`src/rtl/rc4_key_search_ctrl_if.sv`:
```
// rc4_key_search_ctrl_if
//   Handshake bundle between the RC4 key-search controller and its surroundings
//   (S-init / key-schedule / decrypt engines, result RAM, host start/status).
//   master : the controller (drives launches, S-memory owner, key, RAM address, status)
//   slave  : the environment (drives start, engine completions, RAM read data)
interface rc4_key_search_ctrl_if;
    logic        start;
    logic        init_start;
    logic        shuffle_start;
    logic        decrypt_start;
    logic        init_done;
    logic        shuffle_done;
    logic        decrypt_done;
    logic [1:0]  s_mem_sel;
    logic [23:0] secret_key;
    logic [4:0]  result_addr;
    logic [7:0]  result_q;
    logic        busy;
    logic        found;
    logic        not_found;

    modport master (
        input  start, init_done, shuffle_done, decrypt_done, result_q,
        output init_start, shuffle_start, decrypt_start, s_mem_sel,
               secret_key, result_addr, busy, found, not_found
    );

    modport slave (
        output start, init_done, shuffle_done, decrypt_done, result_q,
        input  init_start, shuffle_start, decrypt_start, s_mem_sel,
               secret_key, result_addr, busy, found, not_found
    );
endinterface

```
`src/rtl/rc4_key_search_ctrl.sv`:
```
// rc4_key_search_ctrl
//   Brute-force RC4 key search sequencer. For each candidate key from KEY_START
//   to KEY_END it launches S-init, key schedule and decrypt in turn, then reads
//   MSG_LEN decrypted bytes from the result RAM and accepts the key if every
//   byte is a lowercase letter or a space.
// Ports
//   clk    : rising-edge clock
//   reset  : asynchronous, active-high
//   bus    : rc4_key_search_ctrl_if.master
//            start (level), *_start launch pulses, *_done completion pulses,
//            s_mem_sel (0 init, 1 shuffle, 2 decrypt, 3 none),
//            secret_key (candidate, zero-extended), result_addr/result_q
//            (1-cycle read latency), busy/found/not_found status.
// All outputs come straight from flops.
module rc4_key_search_ctrl #(
    parameter int unsigned KEY_BITS  = 22,
    parameter int unsigned KEY_START = 0,
    parameter int unsigned KEY_END   = 22'h3FFFFF,
    parameter int unsigned MSG_LEN   = 32
) (
    input logic                   clk,
    input logic                   reset,
    rc4_key_search_ctrl_if.master bus
);
    localparam logic [KEY_BITS-1:0] KEY_FIRST = KEY_BITS'(KEY_START);
    localparam logic [KEY_BITS-1:0] KEY_LAST  = KEY_BITS'(KEY_END);
    localparam logic [5:0]          LAST_CYC  = 6'(MSG_LEN);      // cycle evaluating the final byte
    localparam logic [5:0]          LAST_ADDR = 6'(MSG_LEN - 1);

    typedef enum logic [2:0] {
        IDLE, INIT, SHUFFLE, DECRYPT, CHECK, NEXT_KEY, FOUND, FAIL
    } state_t;

    state_t              state;
    logic [KEY_BITS-1:0] key_q;
    logic [5:0]          chk_cyc;     // cycles spent in CHECK so far
    logic                init_start_q, shuffle_start_q, decrypt_start_q;
    logic [1:0]          sel_q;
    logic [4:0]          addr_q;
    logic                busy_q, found_q, not_found_q;
    logic                byte_ok;

    assign byte_ok = ((bus.result_q >= 8'h61) && (bus.result_q <= 8'h7A)) ||
                     (bus.result_q == 8'h20);

    always_ff @(posedge clk or posedge reset) begin
        if (reset) begin
            state           <= IDLE;
            key_q           <= '0;
            chk_cyc         <= '0;
            init_start_q    <= 1'b0;
            shuffle_start_q <= 1'b0;
            decrypt_start_q <= 1'b0;
            sel_q           <= 2'd3;
            addr_q          <= '0;
            busy_q          <= 1'b0;
            found_q         <= 1'b0;
            not_found_q     <= 1'b0;
        end else begin
            // launch strobes are only ever high for the first cycle of a state
            init_start_q    <= 1'b0;
            shuffle_start_q <= 1'b0;
            decrypt_start_q <= 1'b0;
            case (state)
                IDLE, FOUND, FAIL: begin
                    if (bus.start) begin
                        state        <= INIT;
                        key_q        <= KEY_FIRST;
                        init_start_q <= 1'b1;
                        sel_q        <= 2'd0;
                        busy_q       <= 1'b1;
                        found_q      <= 1'b0;
                        not_found_q  <= 1'b0;
                    end
                end
                INIT: begin
                    if (bus.init_done) begin
                        state           <= SHUFFLE;
                        shuffle_start_q <= 1'b1;
                        sel_q           <= 2'd1;
                    end
                end
                SHUFFLE: begin
                    if (bus.shuffle_done) begin
                        state           <= DECRYPT;
                        decrypt_start_q <= 1'b1;
                        sel_q           <= 2'd2;
                    end
                end
                DECRYPT: begin
                    if (bus.decrypt_done) begin
                        state   <= CHECK;
                        sel_q   <= 2'd3;
                        chk_cyc <= '0;
                        addr_q  <= '0;
                    end
                end
                CHECK: begin
                    // address k is presented in cycle k; its byte arrives and is
                    // judged in cycle k+1, so cycle 0 has nothing to evaluate
                    chk_cyc <= chk_cyc + 6'd1;
                    if (chk_cyc < LAST_ADDR)
                        addr_q <= addr_q + 5'd1;
                    if (chk_cyc != 6'd0) begin
                        if (!byte_ok) begin
                            state <= NEXT_KEY;
                        end else if (chk_cyc == LAST_CYC) begin
                            state   <= FOUND;
                            busy_q  <= 1'b0;
                            found_q <= 1'b1;
                        end
                    end
                end
                NEXT_KEY: begin
                    if (key_q == KEY_LAST) begin
                        state       <= FAIL;
                        busy_q      <= 1'b0;
                        not_found_q <= 1'b1;
                    end else begin
                        state        <= INIT;
                        key_q        <= key_q + KEY_BITS'(1);
                        init_start_q <= 1'b1;
                        sel_q        <= 2'd0;
                    end
                end
                default: state <= IDLE;
            endcase
        end
    end

    assign bus.init_start    = init_start_q;
    assign bus.shuffle_start = shuffle_start_q;
    assign bus.decrypt_start = decrypt_start_q;
    assign bus.s_mem_sel     = sel_q;
    assign bus.secret_key    = 24'(key_q);
    assign bus.result_addr   = addr_q;
    assign bus.busy          = busy_q;
    assign bus.found         = found_q;
    assign bus.not_found     = not_found_q;
endmodule

```
`src/flat_wrapper.sv`:
```
// flat-port wrapper written by rule: the top's interface ports become plain ports
module rc4_key_search_ctrl_flat 
#(
    parameter int unsigned KEY_BITS  = 22,
    parameter int unsigned KEY_START = 0,
    parameter int unsigned KEY_END   = 22'h3FFFFF,
    parameter int unsigned MSG_LEN   = 32
)
  (clk, reset, bus_start, bus_init_done, bus_shuffle_done, bus_decrypt_done, bus_result_q, bus_init_start, bus_shuffle_start, bus_decrypt_start, bus_s_mem_sel, bus_secret_key, bus_result_addr, bus_busy, bus_found, bus_not_found);
  rc4_key_search_ctrl_if bus_i ();
  input logic clk;
  input logic reset;
  input wire logic [$bits(bus_i.start)-1:0] bus_start;
  input wire logic [$bits(bus_i.init_done)-1:0] bus_init_done;
  input wire logic [$bits(bus_i.shuffle_done)-1:0] bus_shuffle_done;
  input wire logic [$bits(bus_i.decrypt_done)-1:0] bus_decrypt_done;
  input wire logic [$bits(bus_i.result_q)-1:0] bus_result_q;
  output wire logic [$bits(bus_i.init_start)-1:0] bus_init_start;
  output wire logic [$bits(bus_i.shuffle_start)-1:0] bus_shuffle_start;
  output wire logic [$bits(bus_i.decrypt_start)-1:0] bus_decrypt_start;
  output wire logic [$bits(bus_i.s_mem_sel)-1:0] bus_s_mem_sel;
  output wire logic [$bits(bus_i.secret_key)-1:0] bus_secret_key;
  output wire logic [$bits(bus_i.result_addr)-1:0] bus_result_addr;
  output wire logic [$bits(bus_i.busy)-1:0] bus_busy;
  output wire logic [$bits(bus_i.found)-1:0] bus_found;
  output wire logic [$bits(bus_i.not_found)-1:0] bus_not_found;
  assign bus_i.start = bus_start;
  assign bus_i.init_done = bus_init_done;
  assign bus_i.shuffle_done = bus_shuffle_done;
  assign bus_i.decrypt_done = bus_decrypt_done;
  assign bus_i.result_q = bus_result_q;
  assign bus_init_start = bus_i.init_start;
  assign bus_shuffle_start = bus_i.shuffle_start;
  assign bus_decrypt_start = bus_i.decrypt_start;
  assign bus_s_mem_sel = bus_i.s_mem_sel;
  assign bus_secret_key = bus_i.secret_key;
  assign bus_result_addr = bus_i.result_addr;
  assign bus_busy = bus_i.busy;
  assign bus_found = bus_i.found;
  assign bus_not_found = bus_i.not_found;
  rc4_key_search_ctrl #(.KEY_BITS(KEY_BITS), .KEY_START(KEY_START), .KEY_END(KEY_END), .MSG_LEN(MSG_LEN)) u_core (.clk(clk), .reset(reset), .bus(bus_i));
endmodule
```
`config.mk`:
```
export PLATFORM = sky130hd
export DESIGN_NAME = rc4_key_search_ctrl_flat
export DESIGN_NICKNAME = d
export VERILOG_FILES = /design/src/rtl/rc4_key_search_ctrl_if.sv /design/src/rtl/rc4_key_search_ctrl.sv /design/src/flat_wrapper.sv
export SDC_FILE = /design/constraint.sdc
export NUM_CORES = 1
export LEC_CHECK = 0
export ABC_AREA = 1
export BUFFER_PORTS_ARGS = -buffer_cell sky130_fd_sc_hd__buf_2
export CAP_MARGIN = 10
export CELL_PAD_IN_SITES_DETAIL_PLACEMENT = 1
export CELL_PAD_IN_SITES_GLOBAL_PLACEMENT = 1
export CORE_MARGIN = 2
export CORE_UTILIZATION = 30
export CTS_BUF_LIST = sky130_fd_sc_hd__clkbuf_8
export CTS_CLUSTER_DIAMETER = 100
export DETAILED_ROUTE_END_ITERATION = 10
export GPL_TIMING_DRIVEN = 1
export HOLD_SLACK_MARGIN = 0.1
export PLACE_DENSITY = 0.66
export SLEW_MARGIN = 40
export SYNTH_ARGS = -nofsm -noshare
export SYNTH_HDL_FRONTEND = slang
export SYNTH_SLANG_ARGS = --single-unit
```
`constraint.sdc`:
```
create_clock -name clk -period 2.8 [get_ports clk]
set_input_delay 0.56 -clock clk [delete_from_list [all_inputs] [get_ports clk]]
set_output_delay 0.56 -clock clk [all_outputs]
set_load 0.05 [all_outputs]
```
* Word-level counts from Yosys, hierarchy flattened *
Index checks and enable logic that the tools add are counted.

storage, ports and cells
  register bits = 44
  bits of input ports = 14
  output and inout bits = 37
  logic and storage cells = 99

cells by class
  add/sub/neg operators = 3
  magnitude comparators = 3
  eq/ne operators = 21
  multiplexer cells = 43
  reduce and logical (&&, ||, !) cells = 18

operator list
  cell                                                 number
  2-to-1 mux 22 bit                                    2
  case mux 22 bit (2 select lines)                     1
  2-to-1 mux 3 bit                                     8
  adder 22 x 1 -> 22 bit, second input constant        1
  == test 22 bit, second input constant                1
  case mux 3 bit (6 select lines)                      1
  AND reduction 6 bit                                  3
  2-to-1 mux 1 bit                                     16
  == test 3 bit, second input constant                 4
  case mux 6 bit (2 select lines)                      1
  2-to-1 mux 2 bit                                     5
  2-to-1 mux 5 bit                                     2
  != test 2 x 1 -> 1 bit, second input constant        5
  != test 2 bit, second input constant                 5
  case mux 2 bit (5 select lines)                      1
  case mux 5 bit (2 select lines)                      1
  AND reduction 3 bit                                  3
  == test 8 x 6 -> 1 bit, second input constant        1
  >= comparator 8 x 7 -> 1 bit, second input constant  1
  <= comparator 8 x 7 -> 1 bit, second input constant  1
  adder 6 x 1 -> 6 bit, second input constant          1
  == test 3 x 2 -> 1 bit, second input constant        2
  == test 6 bit, second input constant                 1
  < comparator 6 x 5 -> 1 bit, second input constant   1
  16 further kinds                                     20

* Logic depth before layout (Yosys ltp) *
  word-level depth = 6
  depth in mapped cells = 12
  depth with buffers taken out = 11

* Worst setup path after synthesis *
Ideal clock, no wire load.

  path type = reg-to-reg
  from = reg u_core.key_q[0]
  to = reg u_core.key_q[15]
  library setup time = 74 ps
  arrival time = 2046 ps
  required time = 2726 ps
  slack = 680 ps
  cell stages (with the launch flop) = 13
  path buffers = 1
  clock period less this slack = 2120 ps
  cells stage by stage = dfrtp_1 > ha_1 > nand2_2 > nor2_4 > nand2_4 > nor2_8 > nand2_4 > nand2_4 > nand2_4 > clkinv_4 > buf_12 > nand2_2 > o21ai_2

between the ends
  longest elaborated chain between the ends = 3
  elaborated cells between the ends (all ways) = 6
  those cells by class = add/sub: 1; eq/ne: 2; mux: 2; reduce/logical: 1

ends and longest elaborated chain
  what                                                                            line                                                    text
  from (decl)                                                                     rc4_key_search_ctrl.sv:35                               logic [KEY_BITS-1:0] key_q;
  from (signal assigned)                                                          rc4_key_search_ctrl.sv:121                              key_q <= key_q + KEY_BITS'(1);
  adder 22 x 1 -> 22 bit / == test 22 bit (equally long branches)                 rc4_key_search_ctrl.sv:121, rc4_key_search_ctrl.sv:115
  2-to-1 mux 22 bit / != test 2 bit (equally long branches)                       n/a
  case mux 22 bit (2 select lines) / AND reduction 3 bit (equally long branches)  n/a

Several ways; a longest one is shown, not always the timed one. The select of a mux whose other input is x is not followed.
A chain may end at the register's enable or synchronous reset.

* Final worst setup path *
  from = reg u_core.key_q[0]
  to = reg u_core.key_q[10]

Same word-level chain as after synthesis.

==> flow_summary.toml <==
[die]
core.rowCount = 34
effective_utilization_at_floorplan = 0.312
ios = 51
floorplan.die.height_um = 99.7
die_area_um2 = 9940
die-width_um = 99.7
core_area_um2 = 8810

[setup_path]
critPathMostFrequentCell = "nand2_4"
cpPeakStageDelay_ns = 0.50
combined_buffer_and_inverter_count_along_the_critical_path = 1
endpoint_class_of_the_critical_path = "register"
worstPathArrival_ns = 2.27
critical_path.cell_chain = "ha_1 > nand2_2 > nor2_4 > nand2_4 > nor2_8 > nand2_4 > nand2_4 > nand2_4 > clkinv_4 > nand2_1 > o21ai_0"
reg2reg_depth = 11
timing.critical_path.required_ns = 3.02
critical_path.max_fanout = 19
crit_cells = 11
crit_family = "simple AND/OR/NAND/NOR gates"
r2r-start = "u_core.key_q[0]"
critical_path_class = "register to register"
capturing_point_of_the_worst_reg2reg_path = "u_core.key_q[10]"
critical_path.slowest_cell = "dfrtp_1"
timing.critical_path.from_type = "register"
critical_path_start = "u_core.key_q[0]"
setup.reg_to_reg.worst_slack_ns = 0.75
crit_path_end = "u_core.key_q[10]"

[pwr]
vdd_drop_max_v = 0.000407
leakagePower_nw = 1.63
post-layout-total-power_w = 0.00234
pd_cells_nw_per_um2 = 733

[yosys]
yosys.area.top_type = "dfrtp_1"
synth.avg_cell_area_um2 = 7.21
synth_top_flop_cell = "dfrtp_1"
post-synth-top-area-fraction = 0.383
top_count_cell_post_synth = "nand2_1"
synthTopCellsByCount = "nand2_1, nor2_1, inv_1, dfrtp_1, nand3_1"
synth.yosys.seq_area_share = 0.402
synth.lib_cells_used.distinct = 34
synth.area.top_cells = "dfrtp_1, nand2_1, nor2_1, nand3_1, inv_1"
synth_edf_count = 0
asyncSetResetFlopFracSynth = 1.00
netlist_area_um2 = 2750
ys.warnings.count = 0
synth.ff_latch_count = 44
synthesized_instance_count = 381

[finish]
stdcell_count = 541
post_route_cells_drive_above_1_share = 0.185
num-nets-final = 450
final_core_utilization = 0.362
insertedDiodeCount = 0
area_growth_syn_to_layout_pct = 16.0

[placed_design]
dpl.hpwl_mm = 5.99
placedCellCount = 533
placement.io_buffers = 48
place.gp.congestion = 0.844

[clock_network]
htree_levels = 2
cts_hold_buffers = 0
post-cts-setup-buffer-count = 0
clock_path_buffers = 2
ctsRootBufferMaster = "clkbuf_8"
tritoncts.num_buffers = 5
clock_latency_ns = 0.30
tritoncts = "built"
cts.sink_count = 44
post_cts_resized = 0
clk_transition_reported_paths_ns = 0.09

[route]
via_count = 2577
remaining_drcs = 0
drt_first_iter_violations = 48
routed_wl_mm = 7.68
topRoutingLayerUsed = "met4"
drtPass1Iterations = 4
vias_per_inst = 4.76
postRouteAntennaNets = 0
wl_per_cell_um = 14.2
met2_wirelength_mm = 4.00
m1WireLength_mm = 3.40
routed-wl-met3_um = 170

[timing]
totalNegativeSetupSlack_ns = 0
setup_violations = 0
final_hold_viol_count = 0
final.period_utilization = 0.731
fin_hold_ws_ns = 0.254
finalCriticalPeriod_ns = 2.05
fmaxAchievable_mhz = 489
final_max_slew_viol_count = 0
finalClockSkew_ns = 0.0112
unrepaired_setup_endpoints_after_global_routing = "false"

[global_route]
largest_net_degree_at_the_start_of_global_routing = 26
grt_overflow_total = 0
grt_util_all_layers = 0.167
grt_pass1_vias = 2735
grt_pass1_wl_mm = 13.4
grt_antenna_before_repair = 0

[status]
status = "finished clean"

[min_path]
hold_path_class = "input pin to async pin"

[flow_run]
cap_violations = 0
==> stage by stage <==
| stage | instance area (um2) | setup WS, ns |
|---|---|---|
| 6_report | 3190 | 0.753 |
| 5_1_grt | 3190 | 0.545 |
| 4_1_cts | 3190 | 0.717 |
| 3_5_place_dp | 3080 | 0.736 |
| 3_3_place_gp | 3080 | 0.821 |
| 2_1_floorplan | 2750 | 0.680 |
==> worst min-delay path by stage <==
stage	cells past startpoint	to
floorplan	2	u_core.state[0]
global placement	2	u_core.bus.s_mem_sel[1]
detailed placement	2	u_core.bus.s_mem_sel[1]
CTS	2	u_core.bus.result_addr[1]
global route	2	u_core.state[0]
finish	2	u_core.bus.decrypt_start
==> layer usage <==
| layer | up-vias | global-route usage |
|---|---|---|
| li1 | 1298 | - |
| met1 | 1232 | 0.200 |
| met2 | 37 | 0.313 |
| met3 | 10 | 0.0239 |
| met4 | 0 | 0.0411 |
| met5 | - | 0 |
==> worst register-to-register path, delay by kind of cell, from the launching register on <==
| family | cells | cell delay [ns] |
|---|---|---|
| adders and majority gates | 1 | 0.34 |
| DFF | 1 | 0.50 |
| AOI/OAI and AO/OA | 1 | 0.08 |
| buffers and inverters | 1 | 0.20 |
| and+or+nand+nor | 8 | 0.84 |
==> layout by cell type (no fill, tap or decap), types with 2 or more instances in the layout <==
cell type	instances
a21oi_1	4
nor2_1	47
ha_1	4
o22ai_1	4
nor3_1	5
xnor2_1	2
clkbuf_8	5
nand2_4	4
buf_4	2
inv_2	2
nand2_1	115
buf_2	48
nand3_1	35
dfstp_2	2
conb_1	2
o21ai_2	2
o21ai_0	26
nand2_2	6
dfrtp_1	42
inv_1	46
nand4_1	5
o22ai_2	2
xor2_1	12
==> final cells by class <==
type,instances,area [um2]
timing repair buffer,50,255
inverter,48,185
multi-input combinational,283,1400
sequential,44,1100
clock buffer,5,68.8
clock inverter,3,38.8
fill,1130,5620
tap,108,135
==> power breakdown <==
| part | switching [W] | internal, W | leakage [nW] | total [W] |
|---|---|---|---|---|
| clock network | 0.000232 | 0.000262 | 0.0593 | 0.000494 |
| logic | 0.000747 | 0.000242 | 0.977 | 0.000988 |
| registers | 0.0000948 | 0.000758 | 0.595 | 0.000853 |
| total | 0.00107 | 0.00126 | 1.63 | 0.00234 |
==> logic make-up after synthesis <==
family	after synthesis	share of synthesized area
other	1	0.00136
DFF	44	0.402
adders and majority gates	4	0.0182
muxes	1	0.00410
AOI/OAI and AO/OA	41	0.0879
xor gates and xnor gates	14	0.0446
and+or+nand+nor	221	0.352
buffers and inverters	55	0.0902
==> state kept, by name, indices dropped and copies added (netlist names), 2 cells and up <==
register,count
u_core.state,3
u_core.key_q,22
u_core.bus.result_addr,5
u_core.bus.s_mem_sel,2
u_core.chk_cyc,6
(Power assumes the default switching activity.)
